<file path="src/rtl/psum_accum_ctrl_if.sv">
// ---------------------------------------------------------------------------
// psum_accum_ctrl_if
// Bundles every non-clock/reset signal of the psum accumulation controller:
//   control   : start, num_psums, num_accum, busy, done
//   products  : prod_valid, prod_ready, prod_data (valid/ready stream in)
//   spad      : spad_w_en, spad_w_addr, spad_din, spad_r_addr, spad_rd_data
//   psum out  : psum_out_valid, psum_out_ready, psum_out_data (stream out)
// Modports:
//   slave  - the controller's view
//   master - the view of whatever drives the controller (PE glue / bench)
// ---------------------------------------------------------------------------
interface psum_accum_ctrl_if #(
    parameter int MEM_DEPTH  = 24,
    parameter int DATA_WIDTH = 16,
    parameter int ADDR_WIDTH = $clog2(MEM_DEPTH),
    parameter int CNT_WIDTH  = 8
);
    logic                  start;
    logic [ADDR_WIDTH-1:0] num_psums;
    logic [CNT_WIDTH-1:0]  num_accum;
    logic                  busy;
    logic                  done;

    logic                  prod_valid;
    logic                  prod_ready;
    logic [DATA_WIDTH-1:0] prod_data;

    logic                  spad_w_en;
    logic [ADDR_WIDTH-1:0] spad_w_addr;
    logic [DATA_WIDTH-1:0] spad_din;
    logic [ADDR_WIDTH-1:0] spad_r_addr;
    logic [DATA_WIDTH-1:0] spad_rd_data;

    logic                  psum_out_valid;
    logic                  psum_out_ready;
    logic [DATA_WIDTH-1:0] psum_out_data;

    modport slave (
        input  start, num_psums, num_accum, prod_valid, prod_data,
               spad_rd_data, psum_out_ready,
        output busy, done, prod_ready, spad_w_en, spad_w_addr, spad_din,
               spad_r_addr, psum_out_valid, psum_out_data
    );

    modport master (
        output start, num_psums, num_accum, prod_valid, prod_data,
               spad_rd_data, psum_out_ready,
        input  busy, done, prod_ready, spad_w_en, spad_w_addr, spad_din,
               spad_r_addr, psum_out_valid, psum_out_data
    );
endinterface

</file>
<file path="src/rtl/psum_accum_ctrl.sv">
// ---------------------------------------------------------------------------
// psum_accum_ctrl
// Read-modify-write controller in front of a PE psum scratchpad. Each
// accepted signed product is added into its psum slot (slot = beat mod
// num_psums); after the last product the finished psums are drained in
// address order through a valid/ready output port.
//
// Ports:
//   clk   - clock, all state on the rising edge
//   rst_n - synchronous active-low reset
//   bus   - psum_accum_ctrl_if.slave (control, product stream, spad, output)
//
// Spad timing assumed: writes land on the falling edge; read data is
// registered on the falling edge from spad_r_addr (old data on collision).
//
// Optional build macro PSUM_SAT_EN: when defined the accumulate saturates on
// signed overflow, otherwise it wraps in two's complement.
// ---------------------------------------------------------------------------
module psum_accum_ctrl #(
    parameter int MEM_DEPTH  = 24,
    parameter int DATA_WIDTH = 16,
    parameter int ADDR_WIDTH = $clog2(MEM_DEPTH),
    parameter int CNT_WIDTH  = 8
) (
    input logic              clk,
    input logic              rst_n,
    psum_accum_ctrl_if.slave bus
);

    typedef enum logic [2:0] {
        ST_IDLE,
        ST_ACCUM,
        ST_FLUSH,
        ST_DRAIN_RD,
        ST_DRAIN_OUT
    } state_t;

    state_t                state_q, state_d;
    logic [ADDR_WIDTH-1:0] np_q, np_d;
    logic [CNT_WIDTH-1:0]  na_q, na_d;
    logic [ADDR_WIDTH-1:0] p_idx_q, p_idx_d;
    logic [CNT_WIDTH-1:0]  a_idx_q, a_idx_d;
    logic [ADDR_WIDTH-1:0] d_idx_q, d_idx_d;

    logic                  s1_valid_q, s1_valid_d;
    logic [ADDR_WIDTH-1:0] s1_addr_q, s1_addr_d;
    logic [DATA_WIDTH-1:0] s1_prod_q, s1_prod_d;
    logic                  s1_first_q, s1_first_d;

    logic                  s2_valid_q, s2_valid_d;
    logic [ADDR_WIDTH-1:0] s2_addr_q, s2_addr_d;
    logic [DATA_WIDTH-1:0] s2_data_q, s2_data_d;

    logic                  busy_q, busy_d;
    logic                  done_q, done_d;
    logic                  prod_ready_q, prod_ready_d;
    logic                  out_valid_q, out_valid_d;
    logic [DATA_WIDTH-1:0] out_data_q, out_data_d;

    logic                  accept;
    logic                  last_beat;
    logic [DATA_WIDTH-1:0] base;
    logic [DATA_WIDTH-1:0] addend;
    logic [DATA_WIDTH-1:0] sum;

    // The spad returns the old value when S2 writes the address S1 is
    // reading on the same falling edge, so the in-flight S2 result is
    // forwarded instead. The first product of a slot ignores the spad
    // entirely so stale contents from earlier passes never leak in.
    always_comb begin
        base   = (s2_valid_q && (s2_addr_q == s1_addr_q)) ? s2_data_q
                                                          : bus.spad_rd_data;
        addend = s1_first_q ? '0 : base;
    end

`ifdef PSUM_SAT_EN
    logic [DATA_WIDTH:0] wide_sum;

    // Signed overflow shows up as the sign-extended sum disagreeing in its
    // top two bits; the extra top bit gives the true sign to clamp toward.
    always_comb begin
        wide_sum = {addend[DATA_WIDTH-1], addend} +
                   {s1_prod_q[DATA_WIDTH-1], s1_prod_q};
        if (wide_sum[DATA_WIDTH] != wide_sum[DATA_WIDTH-1]) begin
            sum = wide_sum[DATA_WIDTH] ? {1'b1, {(DATA_WIDTH-1){1'b0}}}
                                       : {1'b0, {(DATA_WIDTH-1){1'b1}}};
        end else begin
            sum = wide_sum[DATA_WIDTH-1:0];
        end
    end
`else
    always_comb begin
        sum = addend + s1_prod_q;
    end
`endif

    // Next-state logic: pass sequencing, product indexing (psum index is
    // the inner loop), the two-stage RMW pipeline and the drain handshake.
    // Registered outputs are derived from the next state so they line up
    // with the state they describe.
    always_comb begin
        state_d      = state_q;
        np_d         = np_q;
        na_d         = na_q;
        p_idx_d      = p_idx_q;
        a_idx_d      = a_idx_q;
        d_idx_d      = d_idx_q;
        s1_valid_d   = 1'b0;
        s1_addr_d    = s1_addr_q;
        s1_prod_d    = s1_prod_q;
        s1_first_d   = s1_first_q;
        s2_valid_d   = s1_valid_q;
        s2_addr_d    = s1_addr_q;
        s2_data_d    = sum;
        done_d       = 1'b0;
        out_valid_d  = out_valid_q;
        out_data_d   = out_data_q;

        accept    = (state_q == ST_ACCUM) && prod_ready_q && bus.prod_valid;
        last_beat = (p_idx_q == np_q - ADDR_WIDTH'(1)) &&
                    (a_idx_q == na_q - CNT_WIDTH'(1));

        if (accept) begin
            s1_valid_d = 1'b1;
            s1_addr_d  = p_idx_q;
            s1_prod_d  = bus.prod_data;
            s1_first_d = (a_idx_q == '0);
            if (p_idx_q == np_q - ADDR_WIDTH'(1)) begin
                p_idx_d = '0;
                a_idx_d = a_idx_q + CNT_WIDTH'(1);
            end else begin
                p_idx_d = p_idx_q + ADDR_WIDTH'(1);
            end
        end

        case (state_q)
            ST_IDLE: begin
                if (bus.start) begin
                    if ((bus.num_psums == '0) || (bus.num_accum == '0)) begin
                        done_d = 1'b1;
                    end else begin
                        np_d    = bus.num_psums;
                        na_d    = bus.num_accum;
                        p_idx_d = '0;
                        a_idx_d = '0;
                        state_d = ST_ACCUM;
                    end
                end
            end
            ST_ACCUM: begin
                if (accept && last_beat) begin
                    state_d = ST_FLUSH;
                end
            end
            ST_FLUSH: begin
                if (!s1_valid_q && !s2_valid_q) begin
                    d_idx_d = '0;
                    state_d = ST_DRAIN_RD;
                end
            end
            ST_DRAIN_RD: begin
                out_data_d  = bus.spad_rd_data;
                out_valid_d = 1'b1;
                state_d     = ST_DRAIN_OUT;
            end
            ST_DRAIN_OUT: begin
                if (bus.psum_out_ready) begin
                    out_valid_d = 1'b0;
                    d_idx_d     = d_idx_q + ADDR_WIDTH'(1);
                    if (d_idx_q == np_q - ADDR_WIDTH'(1)) begin
                        done_d  = 1'b1;
                        state_d = ST_IDLE;
                    end else begin
                        state_d = ST_DRAIN_RD;
                    end
                end
            end
            default: begin
                state_d = ST_IDLE;
            end
        endcase

        busy_d       = (state_d != ST_IDLE);
        prod_ready_d = (state_d == ST_ACCUM);
    end

    // All controller state, synchronous active-low reset. The spad itself
    // is external and is never cleared here.
    always_ff @(posedge clk) begin
        if (!rst_n) begin
            state_q      <= ST_IDLE;
            np_q         <= '0;
            na_q         <= '0;
            p_idx_q      <= '0;
            a_idx_q      <= '0;
            d_idx_q      <= '0;
            s1_valid_q   <= 1'b0;
            s1_addr_q    <= '0;
            s1_prod_q    <= '0;
            s1_first_q   <= 1'b0;
            s2_valid_q   <= 1'b0;
            s2_addr_q    <= '0;
            s2_data_q    <= '0;
            busy_q       <= 1'b0;
            done_q       <= 1'b0;
            prod_ready_q <= 1'b0;
            out_valid_q  <= 1'b0;
            out_data_q   <= '0;
        end else begin
            state_q      <= state_d;
            np_q         <= np_d;
            na_q         <= na_d;
            p_idx_q      <= p_idx_d;
            a_idx_q      <= a_idx_d;
            d_idx_q      <= d_idx_d;
            s1_valid_q   <= s1_valid_d;
            s1_addr_q    <= s1_addr_d;
            s1_prod_q    <= s1_prod_d;
            s1_first_q   <= s1_first_d;
            s2_valid_q   <= s2_valid_d;
            s2_addr_q    <= s2_addr_d;
            s2_data_q    <= s2_data_d;
            busy_q       <= busy_d;
            done_q       <= done_d;
            prod_ready_q <= prod_ready_d;
            out_valid_q  <= out_valid_d;
            out_data_q   <= out_data_d;
        end
    end

    // The read port follows S1 while accumulating and the drain index while
    // draining; both sources are flops so the address is glitch-free by the
    // falling edge that samples it.
    assign bus.spad_r_addr    = (state_q == ST_DRAIN_RD) ? d_idx_q : s1_addr_q;
    assign bus.spad_w_en      = s2_valid_q;
    assign bus.spad_w_addr    = s2_addr_q;
    assign bus.spad_din       = s2_data_q;
    assign bus.busy           = busy_q;
    assign bus.done           = done_q;
    assign bus.prod_ready     = prod_ready_q;
    assign bus.psum_out_valid = out_valid_q;
    assign bus.psum_out_data  = out_data_q;

endmodule
</file>
<file path="src/flat_wrapper.sv">
// flat-port wrapper written by rule: the top's interface ports become plain ports
module psum_accum_ctrl_flat 
#(
    parameter int MEM_DEPTH  = 24,
    parameter int DATA_WIDTH = 16,
    parameter int ADDR_WIDTH = $clog2(MEM_DEPTH),
    parameter int CNT_WIDTH  = 8
)
  (clk, rst_n, bus_start, bus_num_psums, bus_num_accum, bus_prod_valid, bus_prod_data, bus_spad_rd_data, bus_psum_out_ready, bus_busy, bus_done, bus_prod_ready, bus_spad_w_en, bus_spad_w_addr, bus_spad_din, bus_spad_r_addr, bus_psum_out_valid, bus_psum_out_data);
  psum_accum_ctrl_if #(.MEM_DEPTH(MEM_DEPTH), .DATA_WIDTH(DATA_WIDTH), .ADDR_WIDTH(ADDR_WIDTH), .CNT_WIDTH(CNT_WIDTH)) bus_i ();
  input logic clk;
  input logic rst_n;
  input wire logic [$bits(bus_i.start)-1:0] bus_start;
  input wire logic [$bits(bus_i.num_psums)-1:0] bus_num_psums;
  input wire logic [$bits(bus_i.num_accum)-1:0] bus_num_accum;
  input wire logic [$bits(bus_i.prod_valid)-1:0] bus_prod_valid;
  input wire logic [$bits(bus_i.prod_data)-1:0] bus_prod_data;
  input wire logic [$bits(bus_i.spad_rd_data)-1:0] bus_spad_rd_data;
  input wire logic [$bits(bus_i.psum_out_ready)-1:0] bus_psum_out_ready;
  output wire logic [$bits(bus_i.busy)-1:0] bus_busy;
  output wire logic [$bits(bus_i.done)-1:0] bus_done;
  output wire logic [$bits(bus_i.prod_ready)-1:0] bus_prod_ready;
  output wire logic [$bits(bus_i.spad_w_en)-1:0] bus_spad_w_en;
  output wire logic [$bits(bus_i.spad_w_addr)-1:0] bus_spad_w_addr;
  output wire logic [$bits(bus_i.spad_din)-1:0] bus_spad_din;
  output wire logic [$bits(bus_i.spad_r_addr)-1:0] bus_spad_r_addr;
  output wire logic [$bits(bus_i.psum_out_valid)-1:0] bus_psum_out_valid;
  output wire logic [$bits(bus_i.psum_out_data)-1:0] bus_psum_out_data;
  assign bus_i.start = bus_start;
  assign bus_i.num_psums = bus_num_psums;
  assign bus_i.num_accum = bus_num_accum;
  assign bus_i.prod_valid = bus_prod_valid;
  assign bus_i.prod_data = bus_prod_data;
  assign bus_i.spad_rd_data = bus_spad_rd_data;
  assign bus_i.psum_out_ready = bus_psum_out_ready;
  assign bus_busy = bus_i.busy;
  assign bus_done = bus_i.done;
  assign bus_prod_ready = bus_i.prod_ready;
  assign bus_spad_w_en = bus_i.spad_w_en;
  assign bus_spad_w_addr = bus_i.spad_w_addr;
  assign bus_spad_din = bus_i.spad_din;
  assign bus_spad_r_addr = bus_i.spad_r_addr;
  assign bus_psum_out_valid = bus_i.psum_out_valid;
  assign bus_psum_out_data = bus_i.psum_out_data;
  psum_accum_ctrl #(.MEM_DEPTH(MEM_DEPTH), .DATA_WIDTH(DATA_WIDTH), .ADDR_WIDTH(ADDR_WIDTH), .CNT_WIDTH(CNT_WIDTH)) u_core (.clk(clk), .rst_n(rst_n), .bus(bus_i));
endmodule
</file>
<file path="config.mk">
export PLATFORM = sky130hd
export DESIGN_NAME = psum_accum_ctrl_flat
export DESIGN_NICKNAME = d
export VERILOG_FILES = /design/src/rtl/psum_accum_ctrl_if.sv /design/src/rtl/psum_accum_ctrl.sv /design/src/flat_wrapper.sv
export SDC_FILE = /design/constraint.sdc
export NUM_CORES = 1
export LEC_CHECK = 0
export CORE_MARGIN = 1.5
export CORE_UTILIZATION = 40
export DETAILED_ROUTE_END_ITERATION = 6
export DONT_BUFFER_PORTS = 1
export GPL_ROUTABILITY_DRIVEN = 0
export PLACE_DENSITY = 0.63
export RECOVER_POWER = 100
export SLEW_MARGIN = 15
export SYNTH_ARGS = -nofsm -noshare
export SYNTH_HDL_FRONTEND = slang
export SYNTH_SLANG_ARGS = --single-unit
export TNS_END_PERCENT = 30
</file>
<file path="constraint.sdc">
create_clock -name clk -period 5.6 [get_ports clk]
set_input_delay 1.12 -clock clk [delete_from_list [all_inputs] [get_ports clk]]
set_output_delay 1.12 -clock clk [all_outputs]
set_load 0.03 [all_outputs]
</file>
* After elaboration in Yosys (flattened, before gate mapping)
Index checks and enable logic that the tools add are counted.
** Storage, ports and cells
- Register bits :: 99
- Output and inout port bits :: 47
- Word-level logic and storage cells :: 86
** Cells by class
- Add/sub/neg operators :: 6
- Eq/ne operators :: 11
- Mux-type cells :: 31
- Bitwise operators :: 1
- Reduce and logical (&&, ||, !) cells :: 19
** Operators by type and width (count)
- 2-to-1 mux 5 bit :: 8
- 2-to-1 mux 8 bit :: 5
- 2-to-1 mux 16 bit :: 2
- adder 16 bit :: 1
- logical NOT 8 bit :: 2
- equality test 5 bit :: 3
- 2-to-1 mux 3 bit :: 5
- case mux 3 bit (5 select lines) :: 1
- adder 5 x 1 -> 5 bit (second input constant) :: 2
- case mux 5 bit (2 select lines) :: 1
- adder 8 x 1 -> 8 bit (second input constant) :: 1
- equality test 8 bit :: 1
- subtractor 8 x 1 -> 8 bit (second input constant) :: 1
- equality test 3 x 1 -> 1 bit (second input constant) :: 2
- equality test 3 x 2 -> 1 bit (second input constant) :: 2
- logical AND 1 bit :: 6
- 2-to-1 mux 1 bit :: 6
- AND reduction 3 bit :: 2
- logical NOT 5 bit :: 1
- subtractor 5 x 1 -> 5 bit (second input constant) :: 1
- case mux 1 bit (2 select lines) :: 2
- nonzero test 2 bit :: 2
- equality test 3 bit (second input constant) :: 1
- logical NOT 3 bit :: 1
- other kinds (8) :: 9

* Depth between registers and ports, before layout
- Depth in word-level cells :: 7
- Mapped depth :: 15

* Least setup slack after synthesis
No wires, ideal clock.
- Path kind :: reg-to-reg
- From :: register u_core.s2_addr_q[4], in the netlist u_core.bus.spad_w_addr[4]
- To :: register u_core.s2_data_q[14], in the netlist u_core.bus.spad_din[14]
- Library setup time :: 62 ps
- Data arrival time :: 3223 ps
- Required time :: 5538 ps
- Path slack :: 2315 ps
- Cell stages (with the launch flop) :: 14
- Clock period less this slack :: 3285 ps
- Cell sequence :: dfxtp_1 xor2_1 nor4_1 and2_1 buf_4 mux2i_1 or2_2 fa_1 nor2b_1 o21ai_0 a21oi_1 o2111ai_1 a2111o_1 nand3_1
** Between the ends
- Cells in the longest elaborated chain, start to end :: 5
** RTL lines
- start: declaration :: line psum_accum_ctrl.sv:51 : logic [ADDR_WIDTH-1:0] s2_addr_q, s2_addr_d;
- start signal: assignment :: line psum_accum_ctrl.sv:221 : s2_addr_q <= s2_addr_d;
- equality test 5 bit :: line psum_accum_ctrl.sv:71 : base = (s2_valid_q && (s2_addr_q == s1_addr_q)) ? s2_data_q
- logical AND 1 bit :: line psum_accum_ctrl.sv:71
- 2-to-1 mux 16 bit :: line psum_accum_ctrl.sv:71
- 2-to-1 mux 16 bit :: line psum_accum_ctrl.sv:73 : addend = s1_first_q ? '0 : base;
- adder 16 bit :: line psum_accum_ctrl.sv:93 : sum = addend + s1_prod_q;
- end signal: assignment :: line psum_accum_ctrl.sv:222 : s2_data_q <= s2_data_d;
- end: declaration :: line psum_accum_ctrl.sv:52 : logic [DATA_WIDTH-1:0] s2_data_q, s2_data_d;
No other way between the ends.
A chain may end at the register's enable or synchronous reset.

* Worst setup path after layout
Same ends and word-level chain as after synthesis.

==> impl_metrics.json <==
{
  "die_y_um": 115,
  "synth-seq-cells": 99,
  "nFillCells": 1226,
  "clk_latency_ns": 0.36,
  "hpwlAfterDp_mm": 8.58,
  "rrSetupSlack_ns": 1.14,
  "outcome": "finished with violations",
  "finalMaxSlewViolations": 56,
  "maxCapViolCount": 1,
  "skew_ns": 0.00731,
  "worstMarginPinSlew_ns": 1.79,
  "violations": "capacitance limit, slew limit",
  "setup_viol": 0,
  "synth-edff-count": 0,
  "worstPathMaxFanout": 13,
  "start_util_pct": 41.4,
  "dieArea_um2": 13300,
  "cts.sinks": 99,
  "worstSetupStartpointType": "flip-flop",
  "antenna_found_initial": 0,
  "grt_pass1_wl_mm": 19.3,
  "clk_pin_slew_worst_paths_ns": 0.07,
  "worst_path_largest_cell_delay_ns": 0.79,
  "layout-drive-gt1-share_pct": 3.93,
  "clock_path_buffers": 2,
  "grt_setup_unrepaired": "no",
  "cts_setup_buffers": 0,
  "grt_max_degree": 56,
  "hp-class": "flip-flop to flip-flop",
  "ant_nets": 0,
  "slew-limit-headroom_pct": -19.6,
  "yosysTopAreaCellShare_pct": 39.4,
  "postCtsHoldBufs": 0,
  "ys_seq_area_share_pct": 39.4,
  "drc": 0,
  "synth_cells": 600,
  "syn_nets": 672,
  "yosysTopAreaCell": "dfxtp_1",
  "wirelength_mm": 11.9,
  "cts_buffers": 9,
  "cts_root_buf": "clkbuf_16",
  "endpoint_kind": "flip-flop",
  "finalSetupTns_ns": 0,
  "multi_input_area_um2": 2850,
  "use_met3_pct": 5.48,
  "syn_area_per_cell_um2": 8.39,
  "num_vias": 3961,
  "grtUsageMet2_pct": 29.6,
  "final-seq-area_um2": 1980,
  "firstDrtPassIters": 5,
  "finalCriticalPeriod_ns": 4.46,
  "areaGrowthSynthToFinish_pct": 7.85,
  "hold_slack_ns": 0.467,
  "synth_area_leaders": "dfxtp_1 (39%), nand2_1 (8.0%), mux2i_1 (6.4%)",
  "cts_tree": "done",
  "pin_count": 97,
  "post-route-util_pct": 44.7,
  "path_class": "flip-flop to flip-flop",
  "netlist_area_um2": 5030,
  "cts_htree_levels": 3,
  "worstPathRequired_ns": 5.90,
  "first_global_vias": 3941,
  "fp.dieW_um": 115,
  "grt.overflow.total": 0,
  "peakVddDrop_mv": 0.147,
  "grt_use_total_pct": 18.9,
  "async_reset_ff_share_pct": 0,
  "fin_nets": 652,
  "p_total_mw": 1.61,
  "core_area_um2": 12200,
  "synth_ff_type": "dfxtp_1",
  "leakage_nw": 2.14,
  "cts-resized-gates": 0,
  "num_rows": 40,
  "io_buffers": 0,
  "wl_per_cell_um": 15.8,
  "crit_slowest_cell": "clkbuf_1",
  "met1_usage_pct": 24.1,
  "min_period_over_period_pct": 79.6,
  "yosys_warnings": 0,
  "crit_chain": "xor2_1, nor4_1, and2_0, clkbuf_1, mux2i_1, nor2_1, ha_1, nor2b_1, o21ai_0, a21oi_1, o2111ai_1, a2111o_1, nand3_1",
  "drt_iter0_markers": 181,
  "synth_cell_types": 56,
  "grt.busiest_layer": "met2",
  "power_density_nw_per_um2": 297,
  "num_antenna_cells": 0,
  "crit_arrival_ns": 4.75,
  "fmax_mhz": 224,
  "via_per_inst": 5.26,
  "finalHoldViolations": 0
}
## path summary, 6_finish.rpt
path / from / endpoint / depth (start not counted)
worst max-delay path: u_core.bus.spad_w_addr[4]$_SDFF_PN0_ / u_core.bus.spad_din[14]$_SDFF_PN0_ / 13
worst min-delay path: u_core.s1_prod_q[7]$_SDFFE_PN0P_ / u_core.s1_prod_q[7]$_SDFFE_PN0P_ / 2
worst min register to register: u_core.s1_prod_q[7]$_SDFFE_PN0P_ / u_core.s1_prod_q[7]$_SDFFE_PN0P_ / 2
worst max register to register: u_core.bus.spad_w_addr[4]$_SDFF_PN0_ / u_core.bus.spad_din[14]$_SDFF_PN0_ / 13
## layout make-up
class,count,area share (%)
inverters,15,1.04
flip-flops and latches,99,36.5
well taps,168,3.87
clock inverters,7,1.84
multi-input cells,453,52.5
clock buffers,9,4.15
repair buffers,2,0.138
## routing by layer
layer,vias to the layer above,part of all wire (%)
met5,-,0
met4,0,2.5
met3,19,6.2
met2,83,45
met1,1842,47
li1,2017,-
## placed cells by master, fill, tap and decap left out, drive strengths merged, types with 10 or more instances in the layout
cell type	Yosys	routed
a21oi	56	56
nand3	10	10
xnor2	13	13
xor2	23	23
nand2	108	108
nor2	64	64
mux2i	32	32
clkbuf	23	11
and2	10	10
o21ai	10	10
inv	15	17
ha	21	21
nor3	18	18
dfxtp	99	99
nand4	15	15
## where the power goes
group          total [mW]  switching, mW  internal [mW]  leakage [nW]
combinational       0.157         0.0849         0.0719          1.18
sequential          0.780         0.0517          0.728         0.805
clock               0.678          0.282          0.395         0.154
## per-stage QoR
stage | cells | setup WS (ns) | cell area [µm²]
2_1_floorplan | 600 | 2.31 | 5030
3_3_place_gp | 737 | 1.92 | 5120
3_5_place_dp | 737 | 1.75 | 5120
4_1_cts | 753 | 1.72 | 5440
5_1_grt | 753 | 0.716 | 5430
6_report | 753 | 1.14 | 5430
## kinds of logic after synthesis
group / after synthesis / share of synthesized area, %
and+or+nand+nor: 262 / 24.5
buffers and inverters: 48 / 3.95
AOI/OAI and AO/OA: 94 / 11.1
adders and majority gates: 22 / 5.62
muxes: 33 / 6.59
DFF: 99 / 39.4
xor gates and xnor gates: 42 / 8.97
## critical path, delay by kind of cell (launching register included)
kind / cells / cell delay, ns
flip-flops: 1 / 0.53
buffers and inverters: 1 / 0.79
multiplexers: 1 / 0.28
AO/OA/AOI/OAI: 4 / 1.13
AND/OR/NAND/NOR: 5 / 1.18
adder cells (fa/ha/maj): 1 / 0.35
XOR/XNOR: 1 / 0.12
## synthesized netlist by cell type (all sizes together), types with 13 or more instances
master    n
inv      15
clkbuf   23
ha       21
nand2   108
nand4    15
xor2     23
nor3     18
xnor2    13
mux2i    32
dfxtp    99
nor2     64
a21oi    56
## registers in the layout (all words and copies together) (netlist names)
signal,count
u_core.bus.prod_ready,1
u_core.bus.psum_out_valid,1
u_core.bus.done,1
u_core.state_q,3
u_core.s1_addr_q,5
u_core.np_q,5
u_core.p_idx_q,5
u_core.na_q,8
u_core.s1_valid_q,1
u_core.s1_first_q,1
u_core.s1_prod_q,16
u_core.bus.spad_w_addr,5
u_core.bus.spad_w_en,1
u_core.bus.busy,1
u_core.bus.spad_din,16
u_core.d_idx_q,5
u_core.bus.psum_out_data,16
u_core.a_idx_q,8
No activity file was read; power rests on OpenSTA's default activity.
